**config.mk**
```make
export PLATFORM = sky130hd
export DESIGN_NAME = serial_adder_core
export DESIGN_NICKNAME = d
export VERILOG_FILES = /design/src/rtl/serial_adder_core.sv
export SDC_FILE = /design/constraint.sdc
export NUM_CORES = 1
export LEC_CHECK = 0
export ABC_AREA = 1
export BUFFER_PORTS_ARGS = -buffer_cell sky130_fd_sc_hd__buf_2
export CORE_ASPECT_RATIO = 0.6
export CORE_MARGIN = 2
export CORE_UTILIZATION = 54
export CTS_CLUSTER_SIZE = 24
export DETAILED_ROUTE_END_ITERATION = 16
export PLACE_DENSITY = 0.79
export SETUP_SLACK_MARGIN = 0.15
export SYNTH_ARGS = -nofsm -noshare
export SYNTH_HDL_FRONTEND = slang
export SYNTH_SLANG_ARGS = --single-unit
```
**constraint.sdc**
```tcl
create_clock -name clk -period 1.4 [get_ports clk]
set_input_delay 0.14 -clock clk [delete_from_list [all_inputs] [get_ports clk]]
set_output_delay 0.14 -clock clk [all_outputs]
set_load 0.1 [all_outputs]
```
**src/rtl/serial_adder_core.sv**
```systemverilog
// serial_adder_core: bit-serial LSB-first adder feeding the display `num` word.
// Operands are captured on an accepted start, summed one bit per clock through
// a single full-adder cell and carry flop, and committed to the output holding
// register only on completion. All outputs are registered.
// Optional build macro: DISP_CLAMP_EN (saturate the committed sum to DISP_MAX
// when the addition carries out or exceeds the displayable range).
module serial_adder_core #(
    parameter int WIDTH    = 10,
    parameter int DISP_MAX = 999
) (
    input  logic             clk,
    input  logic             rst_n,
    input  logic             start,
    input  logic [WIDTH-1:0] a,
    input  logic [WIDTH-1:0] b,
    output logic             busy,
    output logic             done,
    output logic [WIDTH-1:0] sum,
    output logic             overflow
);

    localparam int CNT_W = (WIDTH > 1) ? $clog2(WIDTH) : 1;
    localparam logic [CNT_W-1:0] CNT_LAST = CNT_W'(WIDTH - 1);
    localparam logic [CNT_W-1:0] CNT_ONE  = CNT_W'(1);

    typedef enum logic [0:0] {
        IDLE  = 1'b0,
        SHIFT = 1'b1
    } state_t;

    // Majority of three inputs: the carry produced by a full-adder cell.
    function automatic logic maj3(input logic x, input logic y, input logic z);
        return (x & y) | (x & z) | (y & z);
    endfunction

    // Sum bit of a full-adder cell.
    function automatic logic fa_sum(input logic x, input logic y, input logic z);
        return x ^ y ^ z;
    endfunction

    state_t             state_r, state_nxt_s;
    logic [WIDTH-1:0]   sh_a_r, sh_a_nxt_s;
    logic [WIDTH-1:0]   sh_b_r, sh_b_nxt_s;
    logic [WIDTH-1:0]   sh_s_r, sh_s_nxt_s;
    logic               carry_r, carry_nxt_s;
    logic [CNT_W-1:0]   cnt_r, cnt_nxt_s;
    logic               busy_r, busy_nxt_s;
    logic               done_r, done_nxt_s;
    logic [WIDTH-1:0]   sum_r, sum_nxt_s;
    logic               overflow_r, overflow_nxt_s;

    logic               bit_s;
    logic               carry_out_s;
    logic [WIDTH-1:0]   raw_s;
    logic [WIDTH-1:0]   result_s;

    assign bit_s       = fa_sum(sh_a_r[0], sh_b_r[0], carry_r);
    assign carry_out_s = maj3(sh_a_r[0], sh_b_r[0], carry_r);
    // Partial-sum register after this cycle's bit is inserted at the MSB.
    assign raw_s       = {bit_s, sh_s_r[WIDTH-1:1]};

`ifdef DISP_CLAMP_EN
    localparam logic [WIDTH-1:0] DISP_MAX_V = WIDTH'(DISP_MAX);
    // Saturate to the display ceiling on carry-out or out-of-range result.
    assign result_s = (carry_out_s || (raw_s > DISP_MAX_V)) ? DISP_MAX_V : raw_s;
`else
    assign result_s = raw_s;
`endif

    // Next-state and datapath update: load in IDLE, one serial bit per SHIFT cycle.
    always_comb begin
        state_nxt_s    = state_r;
        sh_a_nxt_s     = sh_a_r;
        sh_b_nxt_s     = sh_b_r;
        sh_s_nxt_s     = sh_s_r;
        carry_nxt_s    = carry_r;
        cnt_nxt_s      = cnt_r;
        busy_nxt_s     = busy_r;
        done_nxt_s     = 1'b0;
        sum_nxt_s      = sum_r;
        overflow_nxt_s = overflow_r;

        case (state_r)
            IDLE: begin
                if (start) begin
                    sh_a_nxt_s  = a;
                    sh_b_nxt_s  = b;
                    sh_s_nxt_s  = {WIDTH{1'b0}};
                    carry_nxt_s = 1'b0;
                    cnt_nxt_s   = {CNT_W{1'b0}};
                    busy_nxt_s  = 1'b1;
                    state_nxt_s = SHIFT;
                end else begin
                    busy_nxt_s  = 1'b0;
                    state_nxt_s = IDLE;
                end
            end
            SHIFT: begin
                // start is deliberately ignored here: operands are already captured.
                sh_a_nxt_s  = {1'b0, sh_a_r[WIDTH-1:1]};
                sh_b_nxt_s  = {1'b0, sh_b_r[WIDTH-1:1]};
                sh_s_nxt_s  = raw_s;
                carry_nxt_s = carry_out_s;
                cnt_nxt_s   = cnt_r + CNT_ONE;
                if (cnt_r == CNT_LAST) begin
                    sum_nxt_s      = result_s;
                    overflow_nxt_s = carry_out_s;
                    done_nxt_s     = 1'b1;
                    busy_nxt_s     = 1'b0;
                    state_nxt_s    = IDLE;
                end else begin
                    busy_nxt_s     = 1'b1;
                    state_nxt_s    = SHIFT;
                end
            end
            default: begin
                busy_nxt_s  = 1'b0;
                state_nxt_s = IDLE;
            end
        endcase
    end

    // State and datapath registers with synchronous active-low reset (aborts any addition).
    always_ff @(posedge clk) begin
        if (!rst_n) begin
            state_r    <= IDLE;
            sh_a_r     <= {WIDTH{1'b0}};
            sh_b_r     <= {WIDTH{1'b0}};
            sh_s_r     <= {WIDTH{1'b0}};
            carry_r    <= 1'b0;
            cnt_r      <= {CNT_W{1'b0}};
            busy_r     <= 1'b0;
            done_r     <= 1'b0;
            sum_r      <= {WIDTH{1'b0}};
            overflow_r <= 1'b0;
        end else begin
            state_r    <= state_nxt_s;
            sh_a_r     <= sh_a_nxt_s;
            sh_b_r     <= sh_b_nxt_s;
            sh_s_r     <= sh_s_nxt_s;
            carry_r    <= carry_nxt_s;
            cnt_r      <= cnt_nxt_s;
            busy_r     <= busy_nxt_s;
            done_r     <= done_nxt_s;
            sum_r      <= sum_nxt_s;
            overflow_r <= overflow_nxt_s;
        end
    end

    assign busy     = busy_r;
    assign done     = done_r;
    assign sum      = sum_r;
    assign overflow = overflow_r;

endmodule

```
# Word-level counts from Yosys, hierarchy flattened
# Index checks and enable logic that the tools add are counted.
# classes
shifts	0
n_eq_ne	2
addsub	1
n_mux	14
n_div	0
reduce_logical	2
n_lt_le_gt_ge	0
mul	0
n_bitwise	8
# ops
op	n
10-bit case mux with 2 select lines	3
10-bit 2-to-1 mux	3
4-bit case mux with 2 select lines	1
4-bit by 1-bit adder with 4-bit output, second input constant	1
4-bit equality test, second input constant	1
1-bit 2-to-1 mux	4
4-bit 2-to-1 mux	1
1-bit case mux with 2 select lines	2
2-bit AND reduction	2
1-bit bitwise AND	3
2-bit inequality test, second input constant	1
1-bit OR	2
1-bit bitwise XOR	2
1-bit inverter	1
# word_totals
out_inout_bits	13
in_bits	23
rom_bits	0
register_bits	48
ram_bits	0
latch_bits	0
n_memories	0

# Depth between registers and ports, before layout
# logic_depth
depth_word	4
depth_mapped	7
depth_no_buf	6

# Worst setup path before layout
# No wires, ideal clock.
# synth_path
path_type	flip-flop to flip-flop
from	register busy (netlist name)
to	register sum_r[0] (netlist: sum[0])
setup_ns	0.119
path_stages_with_launch	6
t_arrival_ns	1.638
path_buffers	2
synth_period_minus_slack_ns	1.757
setup_slack_ns	-0.357
path_cell_list	dfxtp_1 buf_6 nand4_1 buf_2 nand3_1 nand2_1
# synth_lines
element	line_no	source
end signal: assignment	134	sum_r <= {WIDTH{1'b0}};
end signal: assignment	145	sum_r <= sum_nxt_s;
end: declaration	49	logic [WIDTH-1:0] sum_r, sum_nxt_s;

# Final worst setup path
# layout_path
from	register sum_r[5] (netlist: sum[5])
to	output sum[5]
# layout_lines
element	line_no	source
end: declaration	18	output logic [WIDTH-1:0] sum,
# No word-level cell between the ends.

==> results.yml <==
synthesis:
  ys_types: 21
  ys_seq_area_share_pct: 46.8
  ys_ff_latch: 47
  synthCells: 278
  synth_nets: 304
  syn_avg_cell_area_um2: 7.23
  netlist_area_um2: 2010
  yosys_warnings: 0
min_path:
  worstHoldPathCells: 3
  hold_class: "primary input to flip-flop"
  hp-start: "a[9]"
  whs_endpoint: "sh_a_r[9]"
detailed_routing:
  drt_first_pass_iters: 5
  wl_per_cell_um: 11.6
  viasPerCell: 4.91
  routed_wl_um: 4240
  ant_nets: 0
  num_vias: 1792
  drc: 0
  drt_iter0_drc: 128
timing:
  min_period_over_period_pct: 86.1
  fin_hold_ws_ns: 0.0792
  fin_worst_skew_ns: 0.00751
  tns_ns: 0
  tightest_slew_ns: 0.484
  hold_viol_final: 0
  setup_violations: 0
  fmax_ghz: 0.830
  maxSlewHeadroom_pct: 68.0
  rsz0062_at_grt: "false"
  fin_crit_ns: 1.21
  slew_violations: 0
critical_path:
  crit_path_end_kind: "primary output"
  slowest_stage: "buf_2"
  path_cells: "buf_2"
  worstPathRequired_ns: 1.26
  cp_max_fo: 2
  reg2reg_from: "cnt_r[1]"
  reg2reg_slack_ns: 0.24
  timing_worst_setup_path_type: "flip-flop to primary output"
  cp_top_family: "buffers and inverters"
  cpPeakStageDelay_ns: 0.42
  r2r_end: "cnt_r[1]"
  critPathArrivalTime_ns: 1.07
  path_buf_inv: 1
  r2r_cells: 4
  critPathLaunchType: "flip-flop"
run:
  maxCapViolCount: 0
global_routing:
  antenna_found_initial: 0
  overflow: 0
  grt_pass1_vias: 1520
  grt_pass1_wl_um: 6870
  globalRouteTotalUtil_pct: 21.9
  grt_max_degree: 22
die:
  chipWidth_um: 82.8
  core_um2: 3620
  io_pins: 36
  initial_utilization_pct: 55.6
  row_count: 17
  die_area_um2: 4240
  die_y_um: 51.3
clock_network:
  cts_buffers: 5
  cts.sinks: 47
  root_buffer: "clkbuf_8"
  clkTransAtPathRegs_ns: 0.09
  cts_tree: "yes"
  htreeDepth: 2
  clk_path_buf_depth: 2
  holdBufCountCts: 0
  clock_latency_ns: 0.30
pwr:
  p_per_area_nw_per_um2: 1190
  p_leak_nw: 1.21
  irDropWorstVdd_v: 0.000682
final_layout:
  antenna_cells: 0
  drive_above_1_share_pct: 21.7
  syn2layout_area_growth_pct: 20.6
  num-nets-final: 343
  final_common_cell: "nand2_1"
  final_cell_mix: "nand2_1, nand3_1, dfxtp_1, buf_2, inv_1"
placement:
  dp_hpwl_um: 2820
  port_buffers: 35
  gp_congestion: 0.812
outcome:
  status: "completed"
[sequential cells by signal, summed over array words and instances, names as in the netlist]
name      flops
overflow      1
sh_s_r        9
cnt_r         4
busy          1
done          1
sh_b_r       10
sum          10
sh_a_r       10
carry_r       1
[area by class of cell]
class	instances	area (um^2)
fill	324	1190
sequential	47	947
multi-input combinational	189	863
timing repair buffer	50	328
inverter	24	90.1
clock buffer	5	68.8
clock inverter	3	67.6
tap	47	58.8
[per-layer routing]
layer | global-route usage, % | wire, um
met2 | 30.9 | 1750
met1 | 31.5 | 2160
met5 | 0 | 0
met3 | 5.83 | 270
met4 | 9.02 | 62
[what timing repair did]
item,CTS,global route
pin swaps,0,1
setup buffers,2,3
resized for setup,1,6
setup endpoints to repair,2,30
[cells in the mapped netlist]
library cell	n	area [um^2]
buf_4	5	37.5
nor2_8	1	20.0
nor2_2	1	6.26
nor2_4	1	11.3
a21oi_1	16	80.1
buf_1	1	3.75
nor2_1	6	22.5
or2_2	1	6.26
ha_1	2	25.0
inv_1	22	82.6
buf_6	3	33.8
nand2_2	1	6.26
buf_2	8	40.0
nand4_1	1	6.26
nand2_1	108	405
clkbuf_1	1	3.75
o21ai_0	1	5.00
nand3_1	49	245
inv_2	2	7.51
dfxtp_1	47	941
fa_1	1	20.0
[worst max path at each step]
stage	start	to	slack [ns]	cells past startpoint
finish	sum[5]	sum[5]	0.19	1
floorplan	busy	sum[0]	0.16	5
CTS	cnt_r[1]	sum[2]	0.18	7
global route	sum[0]	sum[0]	0.15	1
global placement	busy	cnt_r[1]	0.21	3
detailed placement	busy	cnt_r[1]	0.17	3
[worst reg2reg max path, delay by kind of cell, from the launching register on]
kind                     cells  cell delay (ns)
flip-flops                   1             0.36
AND/OR/NAND/NOR              1             0.29
buffers and inverters        1             0.05
adder cells (fa/ha/maj)      1             0.26
AO/OA/AOI/OAI                1             0.12
[where the power goes]
| part | switching, W | internal [W] |
|---|---|---|
| combinational | 0.000172 | 0.000121 |
| clock | 0.000467 | 0.000712 |
| sequential | 0.0000286 | 0.00138 |
[per-stage QoR]
| stage | total power, W | cell area (um^2) | std cells | util [%] | worst slack (ns) |
|---|---|---|---|---|---|
| after global routing | 0.00300 | 2420 | 365 | 67.0 | 0.150 |
| after floorplan | 0.00163 | 2020 | 278 | - | 0.159 |
| after global placement | 0.00170 | 2220 | 352 | 61.3 | 0.209 |
| after CTS | 0.00287 | 2390 | 362 | 66.0 | 0.184 |
| final | 0.00288 | 2420 | 365 | 67.0 | 0.195 |
| after detailed placement | 0.00170 | 2220 | 352 | 61.3 | 0.165 |
[cells by family after synthesis]
group,after synthesis,synth area share (%)
simple gates,169,36.3
buf+inv,42,10.4
fa+ha+maj,3,2.24
flops,47,46.8
compound gates,17,4.23
Note: power is estimated with default switching activity, not from simulation.
